===== src/rtl/module_restoring_divider_if.sv =====
// Start/done handshake and operand/result bundle for the restoring divider.
// The controlling FSM or bench owns the master side; the divider is the slave.
interface module_restoring_divider_if #(
    parameter int DIV_WIDTH = 16
);
    logic                 start_i;
    logic [DIV_WIDTH-1:0] dividend_i;
    logic [DIV_WIDTH-1:0] divisor_i;
    logic                 busy_o;
    logic                 done_o;
    logic [DIV_WIDTH-1:0] quotient_o;
    logic [DIV_WIDTH-1:0] remainder_o;
    logic                 div_by_zero_o;

    modport master (
        output start_i, dividend_i, divisor_i,
        input  busy_o, done_o, quotient_o, remainder_o, div_by_zero_o
    );

    modport slave (
        input  start_i, dividend_i, divisor_i,
        output busy_o, done_o, quotient_o, remainder_o, div_by_zero_o
    );
endinterface


===== src/rtl/module_restoring_divider.sv =====
// Sequential unsigned restoring divider: one quotient bit per clock, results
// held in output registers until the next completion.
module module_restoring_divider #(
    parameter int DIV_WIDTH = 16
) (
    input  logic                       clk_i,
    input  logic                       rst_i,
    module_restoring_divider_if.slave  bus
);
    localparam int                CNT_W     = $clog2(DIV_WIDTH);
    localparam logic [CNT_W-1:0] LAST_ITER = CNT_W'(DIV_WIDTH - 1);

    typedef enum logic [1:0] {
        IDLE,
        CALC,
        DONE
    } state_t;

    state_t               state_q, state_d;
    logic [DIV_WIDTH-1:0] rem_q;
    logic [DIV_WIDTH-1:0] dvd_q;
    logic [DIV_WIDTH-1:0] dvs_q;
    logic [CNT_W-1:0]     cnt_q;
    logic                 dbz_q;
    logic [DIV_WIDTH-1:0] quot_q;
    logic [DIV_WIDTH-1:0] rmd_q;
    logic                 dbz_out_q;

    logic [DIV_WIDTH:0]   shifted;
    logic [DIV_WIDTH:0]   trial;
    logic [DIV_WIDTH-1:0] rem_next;
    logic [DIV_WIDTH-1:0] dvd_next;
    logic                 last_iter;

    // The restored partial remainder is always below the divisor, so it fits
    // DIV_WIDTH bits; only the shifted value and the trial need the extra bit.
    assign shifted   = {rem_q, dvd_q[DIV_WIDTH-1]};
    assign trial     = shifted - {1'b0, dvs_q};
    assign rem_next  = trial[DIV_WIDTH] ? shifted[DIV_WIDTH-1:0] : trial[DIV_WIDTH-1:0];
    assign dvd_next  = {dvd_q[DIV_WIDTH-2:0], ~trial[DIV_WIDTH]};
    assign last_iter = (cnt_q == LAST_ITER);

    // NOTE: state and datapath registers use non-blocking assignments so every
    // flop samples the pre-edge values regardless of statement order.
    always_ff @(posedge clk_i or posedge rst_i) begin
        if (rst_i) state_q <= IDLE;
        else       state_q <= state_d;
    end

    // NOTE: state_d gets its default before the case so no path leaves it
    // unassigned, which would otherwise infer a latch.
    always_comb begin
        state_d = state_q;
        unique case (state_q)
            IDLE:    if (bus.start_i) state_d = CALC;
            CALC:    if (dbz_q || last_iter) state_d = DONE;
            DONE:    state_d = IDLE;
            default: state_d = IDLE;
        endcase
    end

    // NOTE: these are plain flip-flops, not a memory array, so they all take
    // the asynchronous reset and an aborted division leaves nothing behind.
    always_ff @(posedge clk_i or posedge rst_i) begin
        if (rst_i) begin
            rem_q     <= '0;
            dvd_q     <= '0;
            dvs_q     <= '0;
            cnt_q     <= '0;
            dbz_q     <= 1'b0;
            quot_q    <= '0;
            rmd_q     <= '0;
            dbz_out_q <= 1'b0;
        end else begin
            if (state_q == IDLE && bus.start_i) begin
                dvd_q <= bus.dividend_i;
                dvs_q <= bus.divisor_i;
                rem_q <= '0;
                cnt_q <= '0;
                dbz_q <= (bus.divisor_i == '0);
            end else if (state_q == CALC) begin
                // A zero divisor spends its single CALC cycle publishing the
                // saturated result instead of iterating.
                if (dbz_q) begin
                    quot_q    <= '1;
                    rmd_q     <= dvd_q;
                    dbz_out_q <= 1'b1;
                end else begin
                    rem_q <= rem_next;
                    dvd_q <= dvd_next;
                    cnt_q <= cnt_q + 1'b1;
                    if (last_iter) begin
                        quot_q    <= dvd_next;
                        rmd_q     <= rem_next;
                        dbz_out_q <= 1'b0;
                    end
                end
            end
        end
    end

    assign bus.busy_o        = (state_q != IDLE);
    assign bus.done_o        = (state_q == DONE);
    assign bus.quotient_o    = quot_q;
    assign bus.remainder_o   = rmd_q;
    assign bus.div_by_zero_o = dbz_out_q;
endmodule


===== src/flat_wrapper.sv =====
// flat-port wrapper written by rule: the top's interface ports become plain ports
module module_restoring_divider_flat 
#(
    parameter int DIV_WIDTH = 16
)
  (clk_i, rst_i, bus_start_i, bus_dividend_i, bus_divisor_i, bus_busy_o, bus_done_o, bus_quotient_o, bus_remainder_o, bus_div_by_zero_o);
  module_restoring_divider_if #(.DIV_WIDTH(DIV_WIDTH)) bus_i ();
  input  logic clk_i;
  input  logic rst_i;
  input wire logic [$bits(bus_i.start_i)-1:0] bus_start_i;
  input wire logic [$bits(bus_i.dividend_i)-1:0] bus_dividend_i;
  input wire logic [$bits(bus_i.divisor_i)-1:0] bus_divisor_i;
  output wire logic [$bits(bus_i.busy_o)-1:0] bus_busy_o;
  output wire logic [$bits(bus_i.done_o)-1:0] bus_done_o;
  output wire logic [$bits(bus_i.quotient_o)-1:0] bus_quotient_o;
  output wire logic [$bits(bus_i.remainder_o)-1:0] bus_remainder_o;
  output wire logic [$bits(bus_i.div_by_zero_o)-1:0] bus_div_by_zero_o;
  assign bus_i.start_i = bus_start_i;
  assign bus_i.dividend_i = bus_dividend_i;
  assign bus_i.divisor_i = bus_divisor_i;
  assign bus_busy_o = bus_i.busy_o;
  assign bus_done_o = bus_i.done_o;
  assign bus_quotient_o = bus_i.quotient_o;
  assign bus_remainder_o = bus_i.remainder_o;
  assign bus_div_by_zero_o = bus_i.div_by_zero_o;
  module_restoring_divider #(.DIV_WIDTH(DIV_WIDTH)) u_core (.clk_i(clk_i), .rst_i(rst_i), .bus(bus_i));
endmodule

===== config.mk =====
export PLATFORM = sky130hd
export DESIGN_NAME = module_restoring_divider_flat
export DESIGN_NICKNAME = d
export VERILOG_FILES = /design/src/rtl/module_restoring_divider_if.sv /design/src/rtl/module_restoring_divider.sv /design/src/flat_wrapper.sv
export SDC_FILE = /design/constraint.sdc
export NUM_CORES = 1
export LEC_CHECK = 0
export BUFFER_PORTS_ARGS = -buffer_cell sky130_fd_sc_hd__buf_2
export CAP_MARGIN = 10
export CORE_UTILIZATION = 57
export CTS_CLUSTER_DIAMETER = 150
export DETAILED_ROUTE_END_ITERATION = 6
export MAX_ROUTING_LAYER = met4
export PLACE_DENSITY = 0.88
export SYNTH_ARGS = -nofsm -noshare
export SYNTH_HDL_FRONTEND = slang
export SYNTH_SLANG_ARGS = --single-unit

===== constraint.sdc =====
create_clock -name clk_i -period 2.8 [get_ports clk_i]
set_input_delay 0.14 -clock clk_i [delete_from_list [all_inputs] [get_ports clk_i]]
set_output_delay 0.14 -clock clk_i [all_outputs]
set_load 0.01 [all_outputs]

==> metrics, run 1 <==
status=finished, final reports clean; worst r2r src=u_core.dvs_q[0]$_DFFE_PP0P_; Clock Tree Buf Depth=2; clk sinks=88; Setup Crit Path Kind=flip-flop to flip-flop; initial antenna violation count=0; first-pass GRT wire length=19300 um; Final ANT Viol Nets=0; maximum vdd drop=0.730 mV; die area=8500 sq um; CP endpoint kind=flip-flop; CP Launch Point=u_core.dvs_q[0]$_DFFE_PP0P_; vias in the first global route=4031; Setup WS post-layout=0.0917 ns; number of synthesized flops with an enable pin=0; yosys warns=0; Max-cap violations=0; DR vias=4062; final instance area=5460 sq um; Synth Register Bits=88; Leakage=2.48 nW; reg2reg path depth=10; Setup Viol. Count Final=0; Core Area=7810 sq um; Synth async-reset ratio=1.00; final hold slack=0.00150 ns; Cell variety after synth=59; TritonCTS buffer count=9; n_diodes=0; final hold vios=0; Synth Instances=497; Mapped Area=4640 sq um; Sequential Area=2200 sq um; type of origin of the critical path=flip-flop; Final Wtd Congestion=0.948; Top Ports=70; final worst path period share=0.967; row count=32; # DRC=0; Synth Flop Type=dfrtp_1; R2R Setup Slk=0.09 ns; CP arrival=2.99 ns; die width=92.2 um; clock root buffer=clkbuf_8; Cell Area, Placed=5100 sq um; area of the multi-input gates=2300 sq um; clk_lat worst skew=0.36 ns; H-tree depth=3; layout cell share with drive strength beyond 1=0.208; worst flop-to-flop path endpoint=u_core.bus.remainder_o[7]$_DFFE_PP0P_; Area growth, synth to finish=17.7%; Worst-path clk slew=0.09 ns; Avg Vias per Cell=6.02; routed len/inst=17.6 um; Avg Inst Size Synth=9.33 sq um; Hold Path Class=primary input to flip-flop; maximum net fanout on the critical path=5; fin nets=622; Tmin final=2.71 ns; Remaining Overflow, GRT=0; GRT Total Usage=0.299; pin count of the biggest net entering global routing=40; Die Ht=92.2 um; Initial Util=0.594; Hold Path End=u_core.dvs_q[8]$_DFFE_PP0P_; fillcell total=561; P per Cell Area=1620 nW/um^2; Worst Hold Launch=bus_divisor_i[8]; hold path depth=3; sequential-to-total area share from yosys stat=0.475; most frequent cells in the layout=dfrtp_1, nand2_1, buf_2; iteration-0 DRC count of the detailed router=298; 1st-pass router iterations=5; Synth Net Count=550; CTS tree=done; worst slew pin tran=1.11 ns; clk_skew=0.0113 ns; DP Worst Slack=0.108 ns; WL final=11900 um; number of port buffers=69; DP HPWL=8440 um; commonest non-fill, non-tap cell in the layout=dfrtp_1; Req. time, crit path=3.08 ns; Max Fclk=369 MHz; final max-slew violation count=0; relative slew slack=0.263
-- through the flow --
step / setup TNS (ns) / total power, mW / instances / util
floorplan: 0 / 5.80 / 497 / -
global placement: 0 / 6.91 / 653 / 0.654
detailed placement: 0 / 7.11 / 653 / 0.654
CTS: 0 / 8.03 / 672 / 0.683
global route: -0.118 / 9.46 / 675 / 0.699
finish: 0 / 8.85 / 675 / 0.699
-- timing repair --
| action | in CTS | in global routing |
|---|---|---|
| resized for setup | 0 | 16 |
| endpoints found under the setup margin | 0 | 13 |
| hold buffers | 4 | 0 |
| hold endpoints to repair | 40 | 0 |
| setup buffers | 0 | 1 |
-- state kept, by name, summed over array words and instances, names as in the netlist --
register,cells
u_core.cnt_q,4
u_core.bus.remainder_o,16
u_core.rem_q,16
u_core.dbz_q,1
u_core.dvs_q,16
u_core.dvd_q,16
u_core.state_q,2
u_core.bus.div_by_zero_o,1
u_core.bus.quotient_o,16
-- area by class of cell --
cell class | instances | share of cell area
multi-input cells | 357 | 0.421
flip-flops and latches | 88 | 0.403
repair buffers | 89 | 0.101
clock buffers | 11 | 0.0241
well taps | 102 | 0.0234
inverters | 24 | 0.0167
clock inverters | 4 | 0.0101
-- cells by family (layout without fill, tap and decap cells) --
family	count (synthesis)	in the layout	synth area share
flops	88	88	0.475
simple gates	152	152	0.145
compound gates	163	163	0.233
xor+xnor	11	11	0.0224
fa+ha+maj	18	18	0.0502
mux	13	13	0.0294
buf+inv	52	128	0.0451
-- synthesized netlist by cell type, drive strengths merged (2+ instances only) --
cell     instances  area, sq um
or2              2         12.5
o21a             7         53.8
or4              2         18.8
mux2             2         26.3
and3             2         12.5
o22a            18          158
a21oi           30          150
inv             23         86.3
xor2             4         35.0
nor3             5         25.0
o21ai           44          228
nor2b            6         37.5
o31a             3         26.3
nand2b           3         18.8
o2111ai          2         17.5
o22ai            8         56.3
nor2            33          124
a22oi            3         22.5
o311ai           3         26.3
nand2           77          289
a31oi           15         93.8
xnor2            7         68.8
clkbuf          21         78.8
a21o             8         60.1
mux2i           11          110
a221oi           4         35.0
nand4            3         18.8
nor4             4         25.0
ha              17          213
buf              7         40.0
a2bb2oi          3         26.3
dfrtp           88         2200
and2             7         43.8
a22o             4         35.0
a211oi           3         22.5
nand3            5         25.0
-- how the worst max path moves through the flow --
stage               depth (start not counted)  slack (ns)                               endpoint
finish                                     10        0.09  u_core.bus.remainder_o[7]$_DFFE_PP0P_
global route                               10       -0.03           u_core.rem_q[12]$_DFFE_PP0P_
CTS                                        11        0.08            u_core.rem_q[3]$_DFFE_PP0P_
detailed placement                         11        0.11            u_core.rem_q[1]$_DFFE_PP0P_
global placement                           11        0.23            u_core.rem_q[1]$_DFFE_PP0P_
floorplan                                  10        0.31  u_core.bus.remainder_o[7]$_DFFE_PP0P_
-- per-layer routing --
layer  GRT usage  part of all wire
met5           -                 0
met4       0.109             0.020
met3      0.0498             0.068
met2       0.475              0.48
met1       0.388              0.44
-- worst max-delay path: stages (launching register included) --
cell and delay [ns]:
dfrtp_1 0.41, ha_2 0.22, fa_2 0.36, nor2b_2 0.13
o31a_1 0.19, o21ai_2 0.09, o21a_2 0.24, xnor2_4 0.29
clkbuf_16 0.24, mux2_4 0.32, o22ai_2 0.13
-- report_power, final --
part           switching, mW  total (mW)  internal (mW)  leakage (nW)
clock network          0.467       0.881          0.414        0.0900
registers              0.461        2.32           1.86          1.05
logic                   3.04        5.64           2.60          1.34
No activity file was read; power rests on OpenSTA's default activity.
==> inputs of run 2 (changes only) <==
--- a/config.mk
+++ b/config.mk
@@ -7,6 +7,7 @@
 export LEC_CHECK = 0
 export BUFFER_PORTS_ARGS = -buffer_cell sky130_fd_sc_hd__buf_2
 export CAP_MARGIN = 10
+export CORE_ASPECT_RATIO = 0.6
 export CORE_UTILIZATION = 57
 export CTS_CLUSTER_DIAMETER = 150
 export DETAILED_ROUTE_END_ITERATION = 6
==> metrics, run 2 (synthesis gave the netlist of run 1 again) <==
fillcell total=602; CP arrival=3.01 ns; hold path depth=3; clock root buffer=clkbuf_16; Req. time, crit path=3.05 ns; final max-slew violation count=0; Clock Tree Buf Depth=2; final worst path period share=0.983; area of the multi-input gates=2250 sq um; Hold Path End=u_core.dvd_q[1]$_DFFE_PP0P_; Worst Hold Launch=bus_dividend_i[1]; post-CTS setup buffer count=0; relative slew slack=0.352; number of port buffers=69; Leakage=2.55 nW; clk_lat worst skew=0.34 ns; maximum vdd drop=0.930 mV; Sequential Area=2200 sq um; Final Wtd Congestion=0.886; Area growth, synth to finish=19.5%; total power draw=9.02 mW; final instance area=5540 sq um; commonest non-fill, non-tap cell in the layout=dfrtp_1; iteration-0 DRC count of the detailed router=449; final hold slack=0.00499 ns; most frequent cells in the layout=dfrtp_1, nand2_1, buf_2; R2R Setup Slk=0.05 ns; P per Cell Area=1630 nW/um^2; RSZ-0062 raised after global routing=true; 1st-pass router iterations=5; Critical Path, Cell by Cell=ha_1 -> fa_2 -> nor2b_2 -> o31a_1 -> o21ai_2 -> o21a_2 -> xnor2_4 -> buf_12 -> mux2_2 -> o21ai_1; routed len/inst=18.5 um; reg2reg path depth=10; Bufs and invs on worst path=1; DP HPWL=8580 um; TritonCTS buffer count=9; CTS tree=done; layout cell share with drive strength beyond 1=0.208; first-pass GRT wire length=19800 um; largest stage delay on the critical path=0.38 ns; DR vias=4178; Critical Path Slowest Stage Cell=dfrtp_1; worst r2r src=u_core.dvs_q[0]$_DFFE_PP0P_; maximum net fanout on the critical path=6; Worst-path clk slew=0.06 ns; Tmin final=2.75 ns; Setup Crit Path Kind=flip-flop to flip-flop; Top Ports=70; Avg Vias per Cell=6.14; initial antenna violation count=0; Final ANT Viol Nets=0; Core Area=7880 sq um; Hold Path Class=primary input to flip-flop; H-tree depth=3; # DRC=0; Max Fclk=363 MHz; type of origin of the critical path=flip-flop; CP endpoint kind=flip-flop; n_diodes=0; Top delay family on crit path=compound AO/OA/AOI/OAI gates; WL final=12600 um; Final Core Density=0.703; TNS Setup=0 ns; Remaining Overflow, GRT=0; worst flop-to-flop path endpoint=u_core.rem_q[1]$_DFFE_PP0P_; status=finished, final reports clean; pin count of the biggest net entering global routing=48; fin nets=621; GRT Total Usage=0.317; vias in the first global route=3863; die area=8510 sq um; clk sinks=88; Setup Viol. Count Final=0; Cell Area, Placed=5140 sq um; Max-cap violations=0; Initial Util=0.588; clk_skew=0.00797 ns; final hold vios=0; worst slew pin tran=0.969 ns; die width=118 um; row count=25; Die Ht=71.9 um
-- run 2: worst register-to-register path, stage by stage (launching register included) --
cell	delay, ns
dfrtp_1	0.38
ha_1	0.23
fa_2	0.37
nor2b_2	0.15
o31a_1	0.20
o21ai_2	0.11
o21a_2	0.27
xnor2_4	0.28
buf_12	0.18
mux2_2	0.36
o21ai_1	0.14
-- run 2: repair_timing --
| item | in CTS | in global routing |
|---|---|---|
| endpoints found under the hold margin | 41 | 0 |
| setup endpoints to repair | 0 | 8 |
| hold buffers | 1 | 0 |
| resized for setup | 0 | 7 |
-- run 2: through the flow --
step,setup WS [ns],std cells
2_1_floorplan,0.308,497
3_3_place_gp,0.202,662
3_5_place_dp,0.0679,662
4_1_cts,0.0249,679
5_1_grt,-0.0278,681
6_report,0.0480,681
-- run 2: worst max-delay path by stage --
| stage | startpoint | to | cells after the start |
|---|---|---|---|
| 3_5_place_dp | u_core.dvs_q[0]$_DFFE_PP0P_ | u_core.rem_q[9]$_DFFE_PP0P_ | 10 |
| 3_3_place_gp | u_core.dvs_q[0]$_DFFE_PP0P_ | u_core.rem_q[9]$_DFFE_PP0P_ | 10 |
| 6_report | u_core.dvs_q[0]$_DFFE_PP0P_ | u_core.rem_q[1]$_DFFE_PP0P_ | 10 |
| 5_1_grt | u_core.dvs_q[0]$_DFFE_PP0P_ | u_core.rem_q[9]$_DFFE_PP0P_ | 10 |
| 4_1_cts | u_core.dvs_q[0]$_DFFE_PP0P_ | u_core.rem_q[9]$_DFFE_PP0P_ | 10 |
| 2_1_floorplan | u_core.dvs_q[0]$_DFFE_PP0P_ | u_core.bus.remainder_o[7]$_DFFE_PP0P_ | 10 |
-- run 2: layer usage --
layer	vias to the layer above	part of all wire	routed length [um]	global-route usage
li1	1928	-	-	-
met1	2022	0.45	5700	0.449
met2	216	0.45	5700	0.463
met3	12	0.083	1050	0.0740
met4	0	0.010	127	0.0774
met5	-	0	0	-
-- run 2: final cells by class --
class | instances | share of cell area
clock inverter | 4 | 0.00948
inverter | 24 | 0.0165
sequential | 88 | 0.397
timing repair buffer | 88 | 0.0993
clock buffer | 12 | 0.0463
multi-input combinational | 357 | 0.407
tap | 108 | 0.0244
-- run 2: where the power goes --
part,switching (mW),internal (mW)
logic,2.98,2.47
clock network,0.508,0.742
registers,0.444,1.87
==> inputs of run 3 (changes only) <==
--- a/config.mk
+++ b/config.mk
@@ -13,6 +13,7 @@
 export DETAILED_ROUTE_END_ITERATION = 6
 export MAX_ROUTING_LAYER = met4
 export PLACE_DENSITY = 0.88
+export RECOVER_POWER = 100
 export SYNTH_ARGS = -nofsm -noshare
 export SYNTH_HDL_FRONTEND = slang
 export SYNTH_SLANG_ARGS = --single-unit
==> metrics, run 3 (synthesis gave the netlist of run 1 again) <==
status=complete, but fails checks; failing checks=max-capacitance violations, max-slew violations; final hold vios=0; Remaining Overflow, GRT=0; DP HPWL=8580 um; Core Area=7880 sq um; Bufs and invs on worst path=1; largest stage delay on the critical path=0.38 ns; die width=118 um; worst r2r src=u_core.dvs_q[0]$_DFFE_PP0P_; # DRC=0; H-tree depth=3; Hold Path End=u_core.dvd_q[1]$_DFFE_PP0P_; clk sinks=88; final worst path period share=0.980; DR vias=4181; vias in the first global route=3863; fin nets=621; number of port buffers=69; Final Wtd Congestion=0.886; Setup Viol. Count Final=0; first-pass GRT wire length=19800 um; CP arrival=3.00 ns; clk_lat worst skew=0.34 ns; most frequent cells in the layout=dfrtp_1, nand2_1, o21ai_0; Setup Crit Path Kind=flip-flop to flip-flop; Worst Hold Launch=bus_dividend_i[1]; clock root buffer=clkbuf_16; iteration-0 DRC count of the detailed router=460; layout cell share with drive strength beyond 1=0.143; Req. time, crit path=3.06 ns; Leakage=2.43 nW; Die Ht=71.9 um; hold path depth=3; Critical Path Slowest Stage Cell=dfrtp_1; P per Cell Area=1640 nW/um^2; pin count of the biggest net entering global routing=48; worst flop-to-flop path endpoint=u_core.rem_q[1]$_DFFE_PP0P_; maximum vdd drop=0.917 mV; Final ANT Viol Nets=0; final max-slew violation count=43; Top Ports=70; row count=25; Max-cap violations=1; Critical Path, Cell by Cell=ha_1 -> fa_2 -> nor2b_2 -> o31a_1 -> o21ai_2 -> o21a_2 -> xnor2_4 -> buf_12 -> mux2_2 -> o21ai_1; Area growth, synth to finish=18.1%; 1st-pass router iterations=5; maximum net fanout on the critical path=6; Top delay family on crit path=compound AO/OA/AOI/OAI gates; total power draw=8.96 mW; Clock Tree Buf Depth=2; worst slew pin tran=1.90 ns; RSZ-0062 raised after global routing=true; die area=8510 sq um; type of origin of the critical path=flip-flop; Initial Util=0.588; Hold Path Class=primary input to flip-flop; Tmin final=2.74 ns; TritonCTS buffer count=9; initial antenna violation count=0; final instance area=5480 sq um; clk_skew=0.00778 ns; WL final=12600 um; Max Fclk=364 MHz; reg2reg path depth=10; CTS tree=done; GRT Total Usage=0.317; commonest non-fill, non-tap cell in the layout=dfrtp_1; CP endpoint kind=flip-flop; R2R Setup Slk=0.06 ns; routed len/inst=18.5 um; relative slew slack=-0.273; Cell Area, Placed=5140 sq um; Avg Vias per Cell=6.14; Worst-path clk slew=0.06 ns; n_diodes=0
run 3: cell types whose count changed in the layout (fill, tap and decap cells not counted):
cell        change
buf_2          -35
and2_1          -1
buf_12          -1
clkinv_2        -1
clkbuf_4        +1
clkinvlp_2      +1
clkbuf_1       +37
and2_0          +1
buf_4           -2
run 3: worst max path at each step:
stage / from / end / slack [ns] / cells past startpoint
after floorplan: u_core.dvs_q[0]$_DFFE_PP0P_ / u_core.bus.remainder_o[7]$_DFFE_PP0P_ / 0.31 / 10
after global placement: u_core.dvs_q[0]$_DFFE_PP0P_ / u_core.rem_q[9]$_DFFE_PP0P_ / 0.20 / 10
after detailed placement: u_core.dvs_q[0]$_DFFE_PP0P_ / u_core.rem_q[9]$_DFFE_PP0P_ / 0.07 / 10
after CTS: u_core.dvs_q[0]$_DFFE_PP0P_ / u_core.rem_q[9]$_DFFE_PP0P_ / 0.02 / 10
after global routing: u_core.dvs_q[0]$_DFFE_PP0P_ / u_core.rem_q[9]$_DFFE_PP0P_ / -0.03 / 10
final: u_core.dvs_q[0]$_DFFE_PP0P_ / u_core.rem_q[1]$_DFFE_PP0P_ / 0.06 / 10
run 3: power by group:
group	total [mW]	internal [mW]	leakage, nW	switching, mW
clock	1.25	0.743	0.153	0.508
combinational	5.40	2.42	1.23	2.97
sequential	2.32	1.87	1.05	0.448
run 3: what timing repair did:
action / 4_1_cts / 5_1_grt
endpoints found under the hold margin: 41 / 0
gates resized for setup: 0 / 7
buffers inserted: 0 / 0
endpoints found under the setup margin: 0 / 8
hold buffers: 1 / 0
run 3: worst reg2reg max path: cells and delay by family (launching register included):
family / cells / cell delay (ns)
xor+xnor: 1 / 0.28
flops: 1 / 0.38
mux: 1 / 0.36
fa+ha+maj: 2 / 0.60
compound gates: 4 / 0.71
buf+inv: 1 / 0.18
simple gates: 1 / 0.15
run 3: final cells by class:
class,instances,area [sq um]
clock buffers,12,256
clock inverters,4,52.6
fillers,631,2400
inverters,24,91.3
multi-input cells,357,2250
flip-flops and latches,88,2200
well taps,108,135
repair buffers,88,487
run 3: layer usage:
metal | GRT usage | wire length, um | up-vias
li1 | - | - | 1922
met1 | 0.449 | 5810 | 2039
met2 | 0.463 | 5620 | 206
met3 | 0.0740 | 1010 | 14
met4 | 0.0774 | 137 | 0
met5 | - | 0 | -
run 3: metrics by stage:
step | TNS, ns | util | hold WS, ns | instances | worst slack (ns)
floorplan | 0 | - | 0.245 | 497 | 0.308
global placement | 0 | 0.653 | 0.273 | 662 | 0.202
detailed placement | 0 | 0.653 | 0.291 | 662 | 0.0679
CTS | 0 | 0.693 | 0.00460 | 679 | 0.0249
global route | -0.138 | 0.695 | 0.00756 | 681 | -0.0278
finish | 0 | 0.695 | 0.00829 | 681 | 0.0559
